$ cat config.mk
export PLATFORM = sky130hd
export DESIGN_NAME = mt9v034_pixel_packer
export DESIGN_NICKNAME = d
export VERILOG_FILES = /design/src/rtl/mt9v034_pkg.sv /design/src/rtl/axis_sync_fifo.sv /design/src/rtl/mt9v034_pixel_packer.sv
export SDC_FILE = /design/constraint.sdc
export NUM_CORES = 1
export LEC_CHECK = 0
export ABC_AREA = 1
export CORE_MARGIN = 2
export CORE_UTILIZATION = 60
export CTS_BUF_LIST = sky130_fd_sc_hd__clkbuf_8
export DETAILED_ROUTE_END_ITERATION = 16
export DONT_BUFFER_PORTS = 1
export PLACE_DENSITY = 0.79
export SYNTH_ARGS = -nofsm -noshare
export SYNTH_HDL_FRONTEND = slang
export SYNTH_HIERARCHICAL = 1
export SYNTH_SLANG_ARGS = --single-unit
$ cat constraint.sdc
create_clock -name clk -period 4.05 [get_ports clk]
set_input_delay 0.81 -clock clk [delete_from_list [all_inputs] [get_ports clk]]
set_output_delay 0.81 -clock clk [all_outputs]
set_load 0.05 [all_outputs]
$ cat src/rtl/mt9v034_pkg.sv
// Shared constants, FIFO entry layout and packer state encoding for the MT9V034 pixel packer.
package mt9v034_pkg;
  localparam int PIX_BYTE_W = 8;
  localparam int PACK_N     = 4;
  localparam int WORD_W     = PIX_BYTE_W * PACK_N;
  localparam int DATA_LSB   = 0;
  localparam int KEEP_LSB   = WORD_W;
  localparam int LAST_BIT   = KEEP_LSB + PACK_N;
  localparam int USER_BIT   = LAST_BIT + 1;
  localparam int ENTRY_W    = USER_BIT + 1;

  typedef enum logic [1:0] {WAIT_SOF, PACK, DROP} pk_state_t;

  function automatic logic [PACK_N-1:0] keep_mask(input logic [2:0] n);
    case (n)
      3'd1:    keep_mask = 4'b0001;
      3'd2:    keep_mask = 4'b0011;
      3'd3:    keep_mask = 4'b0111;
      3'd4:    keep_mask = 4'b1111;
      default: keep_mask = 4'b0000;
    endcase
  endfunction

  function automatic logic [15:0] sat_inc16(input logic [15:0] v);
    sat_inc16 = (v == 16'hFFFF) ? v : v + 16'd1;
  endfunction
endpackage

$ cat src/rtl/axis_sync_fifo.sv
// Synchronous FIFO; head entry is presented straight from the storage registers, gated to 0 when empty.
module axis_sync_fifo #(
  parameter int WIDTH = 38,
  parameter int DEPTH = 16
) (
  input  logic             clk,
  input  logic             rst_n,
  input  logic             wr_en,
  input  logic [WIDTH-1:0] wr_data,
  input  logic             rd_en,
  output logic [WIDTH-1:0] rd_data,
  output logic             full,
  output logic             empty
);
  localparam int AW = $clog2(DEPTH);

  logic [WIDTH-1:0] mem [DEPTH];
  logic [AW-1:0]    wr_ptr, rd_ptr;
  logic [AW:0]      count;
  logic             do_rd, do_wr;

  assign empty = (count == '0);
  assign full  = (count == (AW+1)'(DEPTH));
  assign do_rd = rd_en && !empty;
  // a same-cycle read frees the head slot, so a write into a full FIFO is still accepted
  assign do_wr = wr_en && (!full || do_rd);
  assign rd_data = empty ? '0 : mem[rd_ptr];

  always_ff @(posedge clk)
    if (do_wr) mem[wr_ptr] <= wr_data;

  always_ff @(posedge clk or negedge rst_n) begin
    if (!rst_n) begin
      wr_ptr <= '0;
      rd_ptr <= '0;
      count  <= '0;
    end else begin
      if (do_wr) wr_ptr <= wr_ptr + AW'(1);
      if (do_rd) rd_ptr <= rd_ptr + AW'(1);
      if (do_wr && !do_rd)      count <= count + (AW+1)'(1);
      else if (!do_wr && do_rd) count <= count - (AW+1)'(1);
    end
  end
endmodule

$ cat src/rtl/mt9v034_pixel_packer.sv
// Packs 10-bit mono pixels into 32-bit AXI-Stream words through a FIFO, with overflow drop/resync.
// Optional FRAME_STATS_EN adds frame_width/frame_height/stats_valid of the previous completed frame.
module mt9v034_pixel_packer
  import mt9v034_pkg::*;
#(
  parameter int FIFO_DEPTH = 16,
  parameter int PIX_W      = 10
) (
  input  logic             clk,
  input  logic             rst_n,
  input  logic             s_axis_tvalid,
  input  logic [PIX_W-1:0] s_axis_tdata,
  input  logic             s_axis_tuser,
  input  logic             s_axis_tlast,
  output logic             m_axis_tvalid,
  input  logic             m_axis_tready,
  output logic [31:0]      m_axis_tdata,
  output logic [3:0]       m_axis_tkeep,
  output logic             m_axis_tlast,
  output logic             m_axis_tuser,
  output logic             ovf_sticky,
  input  logic             ovf_clr
`ifdef FRAME_STATS_EN
  ,
  output logic [15:0]      frame_width,
  output logic [15:0]      frame_height,
  output logic             stats_valid
`endif
);
  pk_state_t             state, state_n;
  logic [1:0]            idx, idx_n, base_idx;
  logic [WORD_W-1:0]     word, word_n, base_word, new_word;
  logic                  sof_pend, sof_n, base_sof;
  logic [PIX_BYTE_W-1:0] pix_byte;
  logic                  wr_req, drop, frame_start, room;
  logic [ENTRY_W-1:0]    wr_entry, fifo_dout;
  logic                  fifo_full, fifo_empty, fifo_rd;
  logic                  unused_lsbs;

  assign pix_byte    = s_axis_tdata[PIX_W-1 -: PIX_BYTE_W];
  assign unused_lsbs = ^s_axis_tdata[PIX_W-PIX_BYTE_W-1:0];
  assign fifo_rd     = m_axis_tvalid && m_axis_tready;
  assign room        = !fifo_full || fifo_rd;

  always_comb begin
    state_n     = state;
    idx_n       = idx;
    word_n      = word;
    sof_n       = sof_pend;
    wr_req      = 1'b0;
    wr_entry    = '0;
    drop        = 1'b0;
    frame_start = 1'b0;
    base_idx    = '0;
    base_word   = '0;
    base_sof    = 1'b0;
    new_word    = '0;
    if (s_axis_tvalid) begin
      if (state == PACK && s_axis_tuser && idx != 2'd0) begin
        // frame restart mid-word: flush the partial word, new pixel opens a fresh one
        frame_start = 1'b1;
        wr_req      = 1'b1;
        wr_entry    = {sof_pend, 1'b1, keep_mask({1'b0, idx}), word};
        idx_n       = 2'd1;
        word_n      = {{(WORD_W-PIX_BYTE_W){1'b0}}, pix_byte};
        sof_n       = 1'b1;
      end else if (state == PACK || s_axis_tuser) begin
        frame_start = s_axis_tuser;
        base_idx    = (state == PACK) ? idx : 2'd0;
        base_word   = (state == PACK) ? word : '0;
        base_sof    = ((state == PACK) && sof_pend) || s_axis_tuser;
        new_word    = base_word | (WORD_W'(pix_byte) << {base_idx, 3'b000});
        state_n     = PACK;
        if (base_idx == 2'd3 || s_axis_tlast) begin
          wr_req   = 1'b1;
          wr_entry = {base_sof, s_axis_tlast, keep_mask({1'b0, base_idx} + 3'd1), new_word};
          idx_n    = 2'd0;
          word_n   = '0;
          sof_n    = 1'b0;
        end else begin
          idx_n  = base_idx + 2'd1;
          word_n = new_word;
          sof_n  = base_sof;
        end
      end
      if (wr_req && !room) begin
        drop    = 1'b1;
        state_n = DROP;
        idx_n   = 2'd0;
        word_n  = '0;
        sof_n   = 1'b0;
      end
    end
  end

  always_ff @(posedge clk or negedge rst_n) begin
    if (!rst_n) begin
      state      <= WAIT_SOF;
      idx        <= '0;
      word       <= '0;
      sof_pend   <= 1'b0;
      ovf_sticky <= 1'b0;
    end else begin
      state    <= state_n;
      idx      <= idx_n;
      word     <= word_n;
      sof_pend <= sof_n;
      if (drop)         ovf_sticky <= 1'b1;
      else if (ovf_clr) ovf_sticky <= 1'b0;
    end
  end

  axis_sync_fifo #(.WIDTH(ENTRY_W), .DEPTH(FIFO_DEPTH)) u_fifo (
    .clk     (clk),
    .rst_n   (rst_n),
    .wr_en   (wr_req && room),
    .wr_data (wr_entry),
    .rd_en   (fifo_rd),
    .rd_data (fifo_dout),
    .full    (fifo_full),
    .empty   (fifo_empty)
  );

  assign m_axis_tvalid = !fifo_empty;
  assign m_axis_tdata  = fifo_dout[DATA_LSB +: WORD_W];
  assign m_axis_tkeep  = fifo_dout[KEEP_LSB +: PACK_N];
  assign m_axis_tlast  = fifo_dout[LAST_BIT];
  assign m_axis_tuser  = fifo_dout[USER_BIT];

`ifdef FRAME_STATS_EN
  logic [15:0] col_cnt, row_cnt, last_w;
  logic        frame_ok;

  always_ff @(posedge clk or negedge rst_n) begin
    if (!rst_n) begin
      col_cnt      <= '0;
      row_cnt      <= '0;
      last_w       <= '0;
      frame_ok     <= 1'b0;
      frame_width  <= '0;
      frame_height <= '0;
      stats_valid  <= 1'b0;
    end else begin
      stats_valid <= 1'b0;
      if (drop) begin
        frame_ok <= 1'b0;
      end else if (frame_start) begin
        if (frame_ok) begin
          frame_width  <= last_w;
          frame_height <= row_cnt;
          stats_valid  <= 1'b1;
        end
        frame_ok <= 1'b1;
        col_cnt  <= s_axis_tlast ? 16'd0 : 16'd1;
        row_cnt  <= s_axis_tlast ? 16'd1 : 16'd0;
        last_w   <= s_axis_tlast ? 16'd1 : 16'd0;
      end else if (s_axis_tvalid && state == PACK) begin
        if (s_axis_tlast) begin
          last_w  <= sat_inc16(col_cnt);
          col_cnt <= '0;
          row_cnt <= sat_inc16(row_cnt);
        end else begin
          col_cnt <= sat_inc16(col_cnt);
        end
      end
    end
  end
`endif
endmodule
==> metrics.txt, run 1 <==
status complete, no violations; minimum clock period 3.93 ns; M1 GR Usage 38.2%; TNS Setup 0 ns; initial antenna violation count 0; Setup CP Type register to primary output; Placer Congestion 0.895; gr usage total 28.9%; top cell type's share of synthesized area 65.4%; Yosys cell types 38; final worst-path cycle share 97.1%; DRT antenna net count 0; Worst path slowest cell buf_12; clock root buffer clkbuf_8; Cell Chain, Critical Path buf_12 > nand2_1 > nand3_1 > nand3_1 > nand2_1 > nand2_1 > a21oi_1 > buf_4; #FFs+latches synth 659; Critical Path Fanout Max 191; drt drc 0; most frequent cell after synthesis nand2_1; FP Rows 79; Leak 11.7 nW; Area contributors post-synth edfxtp_1, nand2_1, nand3_1, dfrtp_1, buf_2; Initial DRC Count 2579; delay-heaviest family, CP buffers and inverters; CP Capture Type primary output; Die W 220 um; Synth Flop Type edfxtp_1; Inserted Diodes 0; CP peak stage delay 0.56 ns; latest clock arrival within the worst-skew pair 0.68 ns; WP data arrival 3.12 ns; Via density 6.03; RSZ-0062 raised after global routing no; post-synthesis sequential area ratio 69.9%; CTS tree yes; DR pass1 iterations 9; core area 0.0463 mm^2; endpoints failing hold 0; syn_nets 2528; die area 0.0483 mm^2; initial core utilization 60.4%; post-layout net count 2594; Min Hold Slack 0.243 ns; Yosys warning count 6; EDFF count, synth 608; via count 19.6k; CP most frequent cell nand2_1; IO buf count 0; Max Fclk 254 MHz; final HPWL from detailed placement 35900 um; clock skew 0.0228 ns; nature of the critical path startpoint register; pin count of the biggest net entering global routing 192; fill count 3225; first-pass GRT wire length 105000 um; CP bufs+invs 2; Max IR drop VDD 879 uV; worst slew pin tran 1.12 ns; met2 track demand over resource 45.5%; ys async rst share 7.74%; M3 GR Usage 6.92%; htree depth 3; GRT overflow 0; area leader, netlist edfxtp_1; final setup fails 0; pwr dens 754 mW/mm^2; Post-synth top cells nand2_1, edfxtp_1, nand3_1; max-cap violations 0; Routed WL per cell 21.1 um; final wirelength 68600 um; Chip Height 220 um; slew margin rel. 24.8%; Syn Area/Cell 11.2 um^2; Num Clock Sinks 659; vias in the first global route 19.3k; Top Usage Layer GRT met2; Hold Path Class input port to register; clock buffer depth 3; Final Max Slew Viols 0; Num CTS Buffers 99; Boundary Pins 57; share of cells above drive strength 1 11.0%; cells after synthesis 2500; clock slew at reported path FFs 0.06 ns; cts repair resizes 0; Synth-to-Final Area Change 10.1%; WP data required 3.24 ns; Cell Area, Synth 0.0279 mm^2
through the flow:
stage          area (um^2)  instances  util, %  setup slack [ns]  power, mW
6_report             30800       3251     66.5             0.118       23.2
5_1_grt              30800       3251     66.5            0.0548       24.4
4_1_cts              30800       3251     66.5             0.183       23.2
3_5_place_dp         29000       3070     62.6             0.639       18.3
3_3_place_gp         29000       3070     62.6             0.618       18.0
2_1_floorplan        27900       2500        -            0.0974       15.6
layout by cell type, fill, tap and decap left out, types with 9 or more instances in the layout:
cell type and count:
a21oi_1 42, buf_12 15, buf_4 99, clkbuf_8 104, clkinv_1 22, clkinv_2 12, dfrtp_1 47, edfxtp_1 608
ha_1 10, inv_1 81, inv_2 9, nand2_1 894, nand3_1 480, nor2_1 65, nor2_4 20, o21ai_0 38
o21ai_1 16, o22ai_1 17
cell families after synthesis:
logic type                 count (synthesis)  synth area share (%)
and+or+nand+nor                         1489                  22.7
DFF                                      659                  69.9
buffers and inverters                    207                  4.09
AOI/OAI and AO/OA                        124                  2.43
adders and majority gates                 11                 0.520
xor gates and xnor gates                  10                 0.314
timing repair:
item,in CTS,in global routing
buffers inserted,0,0
hold buffers,2,0
endpoints found under the hold margin,51,0
area by class of cell:
| cell class | instances | area, um^2 | area share, % |
|---|---|---|---|
| Clock buffer | 104 | 1430 | 4.65 |
| Clock inverter | 75 | 335 | 1.09 |
| Inverter | 56 | 223 | 0.724 |
| Multi-Input combinational cell | 1634 | 7380 | 24.0 |
| Sequential cell | 659 | 19500 | 63.5 |
| Tap cell | 607 | 759 | 2.47 |
| Timing Repair Buffer | 116 | 1080 | 3.51 |
routing by layer:
metal	part of all wire (%)	routed length, um
met4	3.6	2510
met5	0	0
met1	37	25400
met3	12	8390
met2	47	32300
path summary, 6_finish.rpt:
check | cells after the start | slack, ns | endpoint | from
min in group asynchronous | 2 | 0.65 | u_fifo/rd_ptr[2] | rst_n
worst min-delay path | 1 | 0.24 | ovf_sticky | ovf_clr
worst max-delay path | 8 | 0.12 | m_axis_tdata[17] | u_fifo/rd_ptr[0]
max in group asynchronous | 2 | 3.12 | u_fifo/rd_ptr[0] | rst_n
worst min register to register | 2 | 0.51 | word[2] | word[2]
worst max register to register | 22 | 0.52 | u_fifo/count[4] | state[0]
state kept, by name, indices dropped and copies added, names as in the netlist:
signal         flops
ovf_sticky         1
u_fifo/rd_ptr      4
sof_pend           1
idx                2
state              2
word              32
u_fifo/wr_ptr      4
u_fifo/mem       608
u_fifo/count       5
power by group:
group,internal (mW),switching [mW]
sequential,8.24,0.264
combinational,2.69,7.12
clock,2.43,2.46
total,13.4,9.85
No activity file was read; power rests on OpenSTA's default activity.
==> run 2, diff against run 1 <==
--- a/config.mk
+++ b/config.mk
@@ -6,7 +6,6 @@
 export NUM_CORES = 1
 export LEC_CHECK = 0
 export ABC_AREA = 1
-export CORE_MARGIN = 2
 export CORE_UTILIZATION = 60
 export CTS_BUF_LIST = sky130_fd_sc_hd__clkbuf_8
 export DETAILED_ROUTE_END_ITERATION = 16
==> run 2 against run 1 <==
Non-clock buffer count shrank 3. Sequential cell count is the same. Register-to-register slack lost 0.04 ns. First-iteration DRC count grew 2.7%. Worst hold slack lost 0.027 ns. Via count shrank 1.1%. Power grew 0.70%. Utilization grew 1.2 points.
==> metrics.txt, run 2 (same netlist as run 1, synthesis figures left out) <==
via count 19.4k; minimum clock period 3.92 ns; vias in the first global route 19.0k; die area 0.0474 mm^2; latest clock arrival within the worst-skew pair 0.70 ns; CP Capture Type primary output; Setup CP Type register to primary output; post-layout net count 2593; status complete, no violations; GRT overflow 0; DRT antenna net count 0; Boundary Pins 57; Routed WL per cell 20.9 um; initial core utilization 61.2%; gr usage total 28.8%; Leak 11.7 nW; share of cells above drive strength 1 11.1%; clock skew 0.0408 ns; Placed Area 0.0290 mm^2; Synth-to-Final Area Change 10.7%; Final Max Slew Viols 0; WP data required 3.24 ns; Largest register FFs 608; biggest regs u_fifo/mem (608), word (32), u_fifo/count (5); Initial DRC Count 2649; Critical Path Fanout Max 77; fin area 0.0309 mm^2; worst slew pin tran 1.27 ns; Hold Path Class input port to register; clock root buffer clkbuf_8; CP peak stage delay 0.88 ns; core area 0.0457 mm^2; Num CTS Buffers 101; RSZ-0062 raised after global routing no; drt drc 0; Worst path slowest cell buf_4; Num Clock Sinks 659; final HPWL from detailed placement 35600 um; pin count of the biggest net entering global routing 218; final wirelength 67900 um; TNS Setup 0 ns; commonest non-fill, non-tap cell in the layout nand2_1; Max Fclk 255 MHz; WP data arrival 3.11 ns; pwr dens 756 mW/mm^2; CTS tree yes; R2R Setup Slk 0.48 ns; Chip Height 218 um; IO buf count 0; final worst-path cycle share 96.8%; fill count 3115; Cell Chain, Critical Path buf_4 > nand3_1 > nand2_1 > nand2_1 > a21oi_1 > buf_4; first-pass GRT wire length 103000 um; htree depth 3; Via density 5.98; Inserted Diodes 0; initial antenna violation count 0; clock buffer depth 3; Max IR drop VDD 691 uV; Placer Congestion 0.846; final setup fails 0; Reg with most FFs u_fifo/mem; most frequent cells in the layout nand2_1, edfxtp_1, nand3_1; FP Rows 78; slew margin rel. 14.7%; clock slew at reported path FFs 0.06 ns; Die W 218 um; nature of the critical path startpoint register; DR pass1 iterations 5; endpoints failing hold 0; max-cap violations 0
run 2: cell count changes in the layout (fill, tap and decap cells not counted), sizes merged:
cell / before / now
buf: 115 / 111
clkinvlp: 2 / 1
clkbuf: 104 / 107
clkinv: 35 / 46
inv: 93 / 86
run 2: metrics by stage:
stage | util, % | worst slack [ns] | cells | hold WS (ns) | power (mW)
floorplan | - | 0.0974 | 2500 | 0.472 | 15.6
global placement | 63.5 | 0.631 | 3058 | 0.486 | 18.0
detailed placement | 63.5 | 0.529 | 3058 | 0.493 | 18.3
CTS | 67.6 | 0.0464 | 3244 | 0.176 | 23.3
global route | 67.7 | 0.0237 | 3246 | 0.192 | 24.5
finish | 67.7 | 0.131 | 3246 | 0.216 | 23.4
run 2: worst paths after layout:
| path | to | depth (start not counted) | from |
|---|---|---|---|
| hold reg to reg | word[6] | 2 | word[6] |
| hold / removal | ovf_sticky | 1 | ovf_clr |
| min in group asynchronous | word[21] | 2 | rst_n |
| max in group asynchronous | word[3] | 2 | rst_n |
| setup / recovery | m_axis_tlast | 6 | u_fifo/rd_ptr[2] |
| setup reg to reg | u_fifo/count[4] | 22 | state[0] |
run 2: worst max-delay path, delay by kind of cell, from the launching register on:
kind / cells / cell delay, ns
buffers and inverters: 2 / 1.18
AO/OA/AOI/OAI: 1 / 0.40
flip-flops: 1 / 0.36
AND/OR/NAND/NOR: 3 / 0.46
run 2: where the power goes:
part / switching, mW / total, mW / leakage (nW) / internal, mW
Sequential: 0.272 / 8.51 / 6.30 / 8.24
Clock: 2.52 / 5.02 / 1.05 / 2.50
Combinational: 7.14 / 9.84 / 4.39 / 2.70
run 2: routing by layer:
layer	track usage (%)	vias to the layer above	part of all wire (%)	wire length [um]
li1	-	8813	-	-
met1	38.1	9262	38	25700
met2	47.2	1132	48	32700
met3	4.94	189	10	7060
met4	12.5	0	3.5	2370
met5	0	-	0	0
run 2: layout make-up:
class                      count  area, um^2  share of cell area, %
clock inverter                78         380                   1.23
multi-input combinational   1634        7380                   23.9
sequential                   659       19500                   63.2
clock buffer                 106        1460                   4.72
tap                          600         751                   2.43
timing repair buffer         113        1170                   3.78
inverter                      56         228                  0.737
run 2: repair_timing:
item / in CTS / in global routing
endpoints found under the setup margin: 0 / 3
hold buffers: 2 / 0
setup buffers: 0 / 1
resized for setup: 0 / 3
hold endpoints to repair: 51 / 0
